[src/rtl/seg_scan_decoder.sv]
// Receive-side monitor for the multiplexed 7-segment bus: settles, decodes and frames 8 scanned digits.
// Optional hex-glyph decoding (A,b,C,d,E,F) is enabled by defining SEG_DECODE_HEX_EN.
module seg_scan_decoder #(
  parameter int SETTLE_CYCLES  = 4,
  parameter int TIMEOUT_CYCLES = 2097152
) (
  input  logic        clk,
  input  logic        reset,
  input  logic [7:0]  anode,
  input  logic [6:0]  seg,
  output logic [31:0] digits,
  output logic [4:0]  hours,
  output logic [5:0]  minutes,
  output logic [5:0]  seconds,
  output logic        frame_valid,
  output logic        time_valid,
  output logic        seg_err,
  output logic        anode_err,
  output logic        scan_lost
);

  localparam int TW = $clog2(TIMEOUT_CYCLES + 1);

  typedef enum logic [1:0] {IDLE, SETTLE, CAPTURE, WAIT_CHANGE} state_t;

  // Returns {undecodable, digit}; patterns are active-low, bit6 = a ... bit0 = g.
  function automatic logic [4:0] decode(input logic [6:0] p);
    case (p)
      7'b0000001: decode = {1'b0, 4'h0};
      7'b1001111: decode = {1'b0, 4'h1};
      7'b0010010: decode = {1'b0, 4'h2};
      7'b0000110: decode = {1'b0, 4'h3};
      7'b1001100: decode = {1'b0, 4'h4};
      7'b0100100: decode = {1'b0, 4'h5};
      7'b0100000: decode = {1'b0, 4'h6};
      7'b0001111: decode = {1'b0, 4'h7};
      7'b0000000: decode = {1'b0, 4'h8};
      7'b0000100: decode = {1'b0, 4'h9};
`ifdef SEG_DECODE_HEX_EN
      7'b0001000: decode = {1'b0, 4'hA};
      7'b1100000: decode = {1'b0, 4'hB};
      7'b0110001: decode = {1'b0, 4'hC};
      7'b1000010: decode = {1'b0, 4'hD};
      7'b0110000: decode = {1'b0, 4'hE};
      7'b0111000: decode = {1'b0, 4'hF};
      7'b1111111: decode = {1'b0, 4'hF};
`else
      7'b1111111: decode = {1'b0, 4'hE};
`endif
      default:    decode = {1'b1, 4'hF};
    endcase
  endfunction

  function automatic logic [7:0] to_bin(input logic [3:0] tens, input logic [3:0] ones);
    logic [3:0] t;
    logic [3:0] o;
    t = (tens > 4'd9) ? 4'hF : tens;
    o = (ones > 4'd9) ? 4'hF : ones;
    to_bin = 8'(t) * 8'd10 + 8'(o);
  endfunction

  // Two-flop synchronizer plus one history stage used for change detection and capture.
  logic [7:0] anode_m, anode_s, anode_p;
  logic [6:0] seg_m, seg_s, seg_p;

  // NOTE: sequential state is written with non-blocking assignments only, so every
  // flop samples the pre-edge value of its neighbours regardless of statement order.
  always_ff @(posedge clk or negedge reset) begin
    if (!reset) begin
      anode_m <= '1;
      anode_s <= '1;
      anode_p <= '1;
      seg_m   <= '1;
      seg_s   <= '1;
      seg_p   <= '1;
    end else begin
      anode_m <= anode;
      anode_s <= anode_m;
      anode_p <= anode_s;
      seg_m   <= seg;
      seg_s   <= seg_m;
      seg_p   <= seg_s;
    end
  end

  state_t          state_q, state_d;
  logic [7:0]      settle_q, settle_d;
  logic [8:0]      settle_inc;
  logic [TW-1:0]   timeout_q;
  logic [7:0]      mask_q, mask_d;
  logic [7:0]      cap_anode;
  logic [3:0]      pending [8];
  logic            bus_changed, one_cold, capture, capture_ok, timeout_hit, frame_done;
  logic [2:0]      cap_pos;
  logic [4:0]      dec;
  logic [31:0]     frame_digits;
  logic [7:0]      hours_full, minutes_full, seconds_full;
  logic            digits_ok, time_ok;

  assign bus_changed = ({anode_s, seg_s} != {anode_p, seg_p});
  assign one_cold    = $onehot(~anode_p);
  assign capture     = (state_q == CAPTURE);
  assign capture_ok  = capture && one_cold;
  assign dec         = decode(seg_p);
  assign frame_done  = (mask_q == 8'hFF);
  assign timeout_hit = !capture_ok && (timeout_q == TW'(TIMEOUT_CYCLES - 1));
  assign settle_inc  = {1'b0, settle_q} + 9'd1;

  // NOTE: every variable driven here gets a default first, so no path can infer a latch.
  always_comb begin
    state_d  = state_q;
    settle_d = settle_q;
    cap_pos  = '0;
    for (int i = 0; i < 8; i++) begin
      if (!anode_p[i]) cap_pos = 3'(i);
    end
    case (state_q)
      IDLE: begin
        if (bus_changed) begin
          state_d  = SETTLE;
          settle_d = 8'd1;
        end
      end
      SETTLE: begin
        if (bus_changed) begin
          settle_d = 8'd1;
        end else begin
          settle_d = settle_inc[7:0];
          if (settle_inc >= 9'(SETTLE_CYCLES)) state_d = CAPTURE;
        end
      end
      CAPTURE: state_d = WAIT_CHANGE;
      WAIT_CHANGE: begin
        // Compared against the captured anode so a change landing during CAPTURE is not missed.
        if (anode_s != cap_anode) begin
          state_d  = SETTLE;
          settle_d = 8'd1;
        end
      end
    endcase
    if (timeout_hit) state_d = IDLE;

    mask_d = (frame_done || timeout_hit) ? 8'h00 : mask_q;
    if (capture_ok) mask_d = mask_d | (8'b1 << cap_pos);
  end

  always_comb begin
    for (int k = 0; k < 8; k++) frame_digits[4*k +: 4] = pending[k];
    hours_full   = to_bin(pending[5], pending[4]);
    minutes_full = to_bin(pending[3], pending[2]);
    seconds_full = to_bin(pending[1], pending[0]);
    // Blank, undecodable and hex glyphs all sit above 9, so one range test covers them.
    digits_ok = 1'b1;
    for (int k = 0; k < 6; k++) begin
      if (pending[k] > 4'd9) digits_ok = 1'b0;
    end
    time_ok = digits_ok && (hours_full <= 8'd23) && (minutes_full <= 8'd59) &&
              (seconds_full <= 8'd59);
  end

  // NOTE: the pending slots are deliberately not reset; the capture mask guards every use,
  // which keeps this storage a plain register file.
  always_ff @(posedge clk) begin
    if (capture_ok) pending[cap_pos] <= dec[3:0];
  end

  always_ff @(posedge clk or negedge reset) begin
    if (!reset) begin
      state_q     <= IDLE;
      settle_q    <= '0;
      timeout_q   <= '0;
      mask_q      <= '0;
      cap_anode   <= '1;
      digits      <= 32'hEEEEEEEE;
      hours       <= '0;
      minutes     <= '0;
      seconds     <= '0;
      frame_valid <= 1'b0;
      time_valid  <= 1'b0;
      seg_err     <= 1'b0;
      anode_err   <= 1'b0;
      scan_lost   <= 1'b0;
    end else begin
      state_q     <= state_d;
      settle_q    <= settle_d;
      mask_q      <= mask_d;
      frame_valid <= frame_done;
      if (capture) cap_anode <= anode_p;
      if (capture_ok) timeout_q <= '0;
      else if (timeout_q != TW'(TIMEOUT_CYCLES)) timeout_q <= timeout_q + 1'b1;
      if (frame_done) begin
        digits     <= frame_digits;
        hours      <= hours_full[4:0];
        minutes    <= minutes_full[5:0];
        seconds    <= seconds_full[5:0];
        time_valid <= time_ok;
      end
      if (capture_ok && dec[4]) seg_err <= 1'b1;
      if (capture && !one_cold) anode_err <= 1'b1;
      if (timeout_hit) scan_lost <= 1'b1;
      else if (capture_ok) scan_lost <= 1'b0;
    end
  end

endmodule

[config.mk]
export PLATFORM = sky130hd
export DESIGN_NAME = seg_scan_decoder
export DESIGN_NICKNAME = d
export VERILOG_FILES = /design/src/rtl/seg_scan_decoder.sv
export SDC_FILE = /design/constraint.sdc
export NUM_CORES = 1
export LEC_CHECK = 0
export BUFFER_PORTS_ARGS = -buffer_cell sky130_fd_sc_hd__buf_2
export CORE_ASPECT_RATIO = 0.8
export CORE_MARGIN = 3
export CORE_UTILIZATION = 61
export CTS_BUF_LIST = sky130_fd_sc_hd__clkbuf_16
export DETAILED_ROUTE_END_ITERATION = 8
export PLACE_DENSITY = 0.91
export SETUP_SLACK_MARGIN = 0.5
export SKIP_CTS_REPAIR_TIMING = 1
export SLEW_MARGIN = 10
export SYNTH_ARGS = -nofsm -noshare
export SYNTH_HDL_FRONTEND = slang
export SYNTH_SLANG_ARGS = --single-unit
[constraint.sdc]
create_clock -name clk -period 6.4 [get_ports clk]
set_input_delay 0.96 -clock clk [delete_from_list [all_inputs] [get_ports clk]]
set_output_delay 0.96 -clock clk [all_outputs]
set_load 0.02 [all_outputs]
Yosys cells after proc, flatten, opt, wreduce, memory -nomap -nowiden
Memory sizes are Yosys's and may differ from the RTL's. A register that Yosys moved wholly into a read port is not among the register bits. Cells that the tools add are included.

Flip-flop bits (word level): 147. Bits in writable memories: 32. Input port bits: 17. Output and inout port bits: 54. Memories: 1.

Add/subtract/negate cells: 12. Multipliers: 3. Magnitude comparators: 10. Equality and inequality tests: 25. Shifts and indexed selects: 1. Muxes and demuxes: 38. Bitwise operators: 2. Reductions and logical operators: 19.

Memories: pending (depth 8, bits a word 4, read ports 8, clocked after Yosys merged registers in 2, write ports 1, RTL line 92) `logic [3:0] pending [8];`.

Operator list (count): $pmux 5 s11 (1); $mux 22 (2); $mux 8 (5); $add 8x4->8 (3); $gt 4x4->1 const B (6); $mux 4 (6); $pmux 8 s3 (1); $add 22x1->22 const B (1); $eq 22x21->1 const B (1); $ne 22x22->1 const B (1); $eq 7x7->1 const B (3); $mul 4x3->7 const B (3); $mux 3 (6); $le 8x6->1 const B (2); $ne 15x15->1 (1); $eq 7x3->1 const B (2); $eq 7x6->1 const B (2); $ne 3x3->1 const B (4); $mux 1 (11); $mux 2 (5); $add 8x1->9 const B (1); $ge 9x3->1 const B (1); $add 1x1->2 (4); $eq 8x8->1 const B (1); 24 further kinds (37).

Longest topological paths before layout
Word-level depth: 12. Mapped depth: 14. Gate-level depth less buffers: 13.

Worst setup path after synthesis
OpenSTA, ideal clock, no wires.

Path kind: register to register. From: reg anode_p[0]. To: mem pending[2][0], enable pin. Library setup time: 0.374 ns. Arrival: 3.955 ns. Required time: 6.026 ns. Path slack: 2.071 ns. Stages on the path, launching flop included: 13. Path through: dfstp_2 -> inv_1 -> fa_1 -> fa_1 -> fa_1 -> ha_1 -> inv_1 -> fa_1 -> nor2_1 -> a31o_2 -> nand4_1 -> or4_1 -> nor3b_1.

Cells in the longest elaborated chain, start to end: 8.

Ends and longest elaborated chain: start: declaration (RTL line 63) `logic [7:0] anode_m, anode_s, anode_p;`; start signal: assignment (RTL line 79) `anode_p <= anode_s;`; $not 8->8 (RTL line 101) `assign one_cold = $onehot(~anode_p);`; $add 1x1->2 (not written as such) (RTL line 101); $add 2x2->3 (not written as such) (RTL line 101); $add 3x3->4 (not written as such) (RTL line 101); $eq 4x1->1 (RTL line 101); $logic_and 1x1->1 (RTL line 103) `assign capture_ok = capture && one_cold;`; $mux 1 (RTL line 164) `if (capture_ok) pending[cap_pos] <= dec[3:0];`; $mux 1 (not written as such) (RTL line 164); end: declaration (RTL line 92).

No other way between the ends.

Final worst setup path
From: reg anode_p[0]. To: mem pending[1][0], enable pin.

Same word-level chain as after synthesis.

==> results.txt <==
RSZ-0062 raised after global routing = no
Die Width = 138 um
Final Hold Fails = 0
Setup crit end kind = flop
EDFF count, synth = 32
Die H = 111 um
FP Rows = 37
CTS clk-pin slew, worst paths = 0.06 ns
CORE AREA = 13200 um^2
Dpl hpwl = 11800 um
Post-synth top cells = nand2_1 (133), dfstp_2 (77), dfrtp_1 (70)
Detailed Route WL = 17700 um
DR DRC count = 0
Area Overhead vs Synth = 11.9%
Worst path required time = 6.46 ns
Max Slew Vio Count = 0
Measured slew at the worst slew-check pin = 1.08 ns
R2r startpoint = anode_p[0]
Setup Viol. Count Final = 0
Routed Antenna Nets = 0
Min-delay worst type = reg2reg
DP Area = 8880 um^2
PD cells = 240 nW/um^2
Vias = 5841
Period minus WS final = 4.93 ns
Initial drt markers = 399
Area of the multi-input gates = 3400 um^2
Grt ovf = 0
Mean Syn Cell Area = 11.1 um^2
Leakage = 4.40 nW
Ratio of cells with drive above 1 in the final layout = 24.5%
H-tree depth = 4
R2R Path End = pending[1][0]
Setup TNS = 0 ns
Max-cap violations = 0
Number of I/O pins = 71
Ys Warns = 0
Netlist cell types = 65
DR pass1 iterations = 5
Setup Crit Path Kind = reg2reg
Area contributors post-synth = dfstp_2 (24%), dfrtp_1 (21%), edfxtp_1 (11%), nand2_1 (5.9%), ha_1 (4.7%)
Clock Sinks = 179
Worst r2r path cells = 12
Final instance area = 9440 um^2
Vias per cell = 5.80
R2R setup slack = 1.47 ns
Mapped Area = 8440 um^2
Fillers = 856
Seq cells post-synth = 179
Mapped Cells = 760
Largest net degree at the start of global routing = 91
Rel. slew slack = 27.9%
Root Buffer = clkbuf_16
Synth top area share = 24.0%
GRT Overall Usage = 24.3%
Later-pin clock latency in the skew report = 0.43 ns
Initial antenna violation count = 0
Crit start category = flop
Hold slack = 0.351 ns
Fin nets = 878
Area taken by flip-flops and latches = 4740 um^2
Sequential area share after synthesis = 56.1%
Ys flop type = dfstp_2
Die ar. = 15300 um^2
First-pass GRT wire length = 29200 um
Starting Density = 64.0%
Inserted Clock Buffers = 17
WL per Instance = 17.5 um
End of the critical path = pending[1][0]
Worst Skew = 0.0142 ns
Clock Tree Buf Depth = 2
Crit path max fanout = 5
Port Buf Inserts = 70
Synth async-reset ratio = 82.1%
Final design utilization = 71.6%
Final setup margin = 1.47 ns
Number of global-route vias before repair = 5878
Number of diodes = 0
Status = finished, final reports clean
CTS tree = done
Synth area leader = dfstp_2
Dpl ws = 1.57 ns
Syn_nets = 819
Critical path launch point = anode_p[0]
Most instantiated library cell after synthesis = nand2_1
Peak VDD IR = 0.000229 V
GP Congestion = 0.874
Max Clk Rate = 0.203 GHz
Period utilisation layout = 77.0%
Arr. time, crit path = 4.98 ns
## state kept, by name (all words and copies together) (netlist names), 8 cells and up
register,count
settle_q,8
pending,32
anode_p,8
anode_s,8
cap_anode,8
mask_q,8
timeout_q,22
digits,32
anode_m,8
## cell families after synthesis
family | share of synthesized area, %
DFF | 56.1
adders and majority gates | 7.23
xor gates and xnor gates | 5.87
and+or+nand+nor | 16.8
buffers and inverters | 3.65
muxes | 1.42
AOI/OAI and AO/OA | 8.93
## power breakdown
part           internal [mW]  total (mW)  switching (mW)
Clock                  0.542       0.981           0.439
Combinational         0.0331      0.0859          0.0528
Sequential              1.19        1.20          0.0166
## placed cells by master (no fill, tap or decap), drive strengths merged, types with 11 or more instances in the layout
master  count
nor2       38
nand4      20
a21o       27
nand2b     12
buf        73
o21ai      34
dfrtp      70
dfstp      77
xnor2      33
ha         32
nand3      18
xor2       21
clkbuf     19
nor3       15
a21oi      20
a31oi      11
inv        45
nand2     133
edfxtp     32
## routing by layer
| metal | vias up | routed length, um | track usage (%) |
|---|---|---|---|
| met3 | 43 | 1150 | 6.35 |
| met4 | 0 | 416 | 8.71 |
| met1 | 2847 | 7770 | 33.6 |
| met5 | - | 0 | 0 |
| li1 | 2726 | - | - |
| met2 | 225 | 8320 | 37.2 |
## worst min-delay path by stage
stage                     from          to  slack [ns]  cells past startpoint
floorplan           anode_m[0]  anode_s[0]        0.35                      0
global placement      seg_m[2]    seg_s[2]        0.35                      0
detailed placement    seg_m[4]    seg_s[4]        0.35                      0
CTS                   seg_m[0]    seg_s[0]        0.36                      0
global route        anode_m[2]  anode_s[2]        0.36                      0
finish              anode_m[5]  anode_s[5]        0.35                      0
## through the flow
stage	cells	total power, mW
2_1_floorplan	760	1.27
3_3_place_gp	975	1.30
3_5_place_dp	975	1.31
4_1_cts	1007	2.29
5_1_grt	1007	2.35
6_report	1007	2.27
## area by class of cell
type	count	area share, %
repair buffers	73	4.02
inverters	39	1.55
multi-input cells	509	36.0
clock buffers	19	5.04
flip-flops and latches	179	50.2
clock inverters	13	0.875
well taps	175	2.32
## worst max-delay path: stages (launching register included)
cell and delay [ns]:
dfstp_2 0.55, inv_1 0.06, fa_1 0.55, fa_1 0.44, fa_1 0.51, ha_1 0.18
inv_1 0.06, fa_1 0.38, nor2_1 0.12, a31o_2 0.19, nand4_1 0.16, or4_1 0.59
nor3b_1 0.75
(Power assumes the default switching activity.)
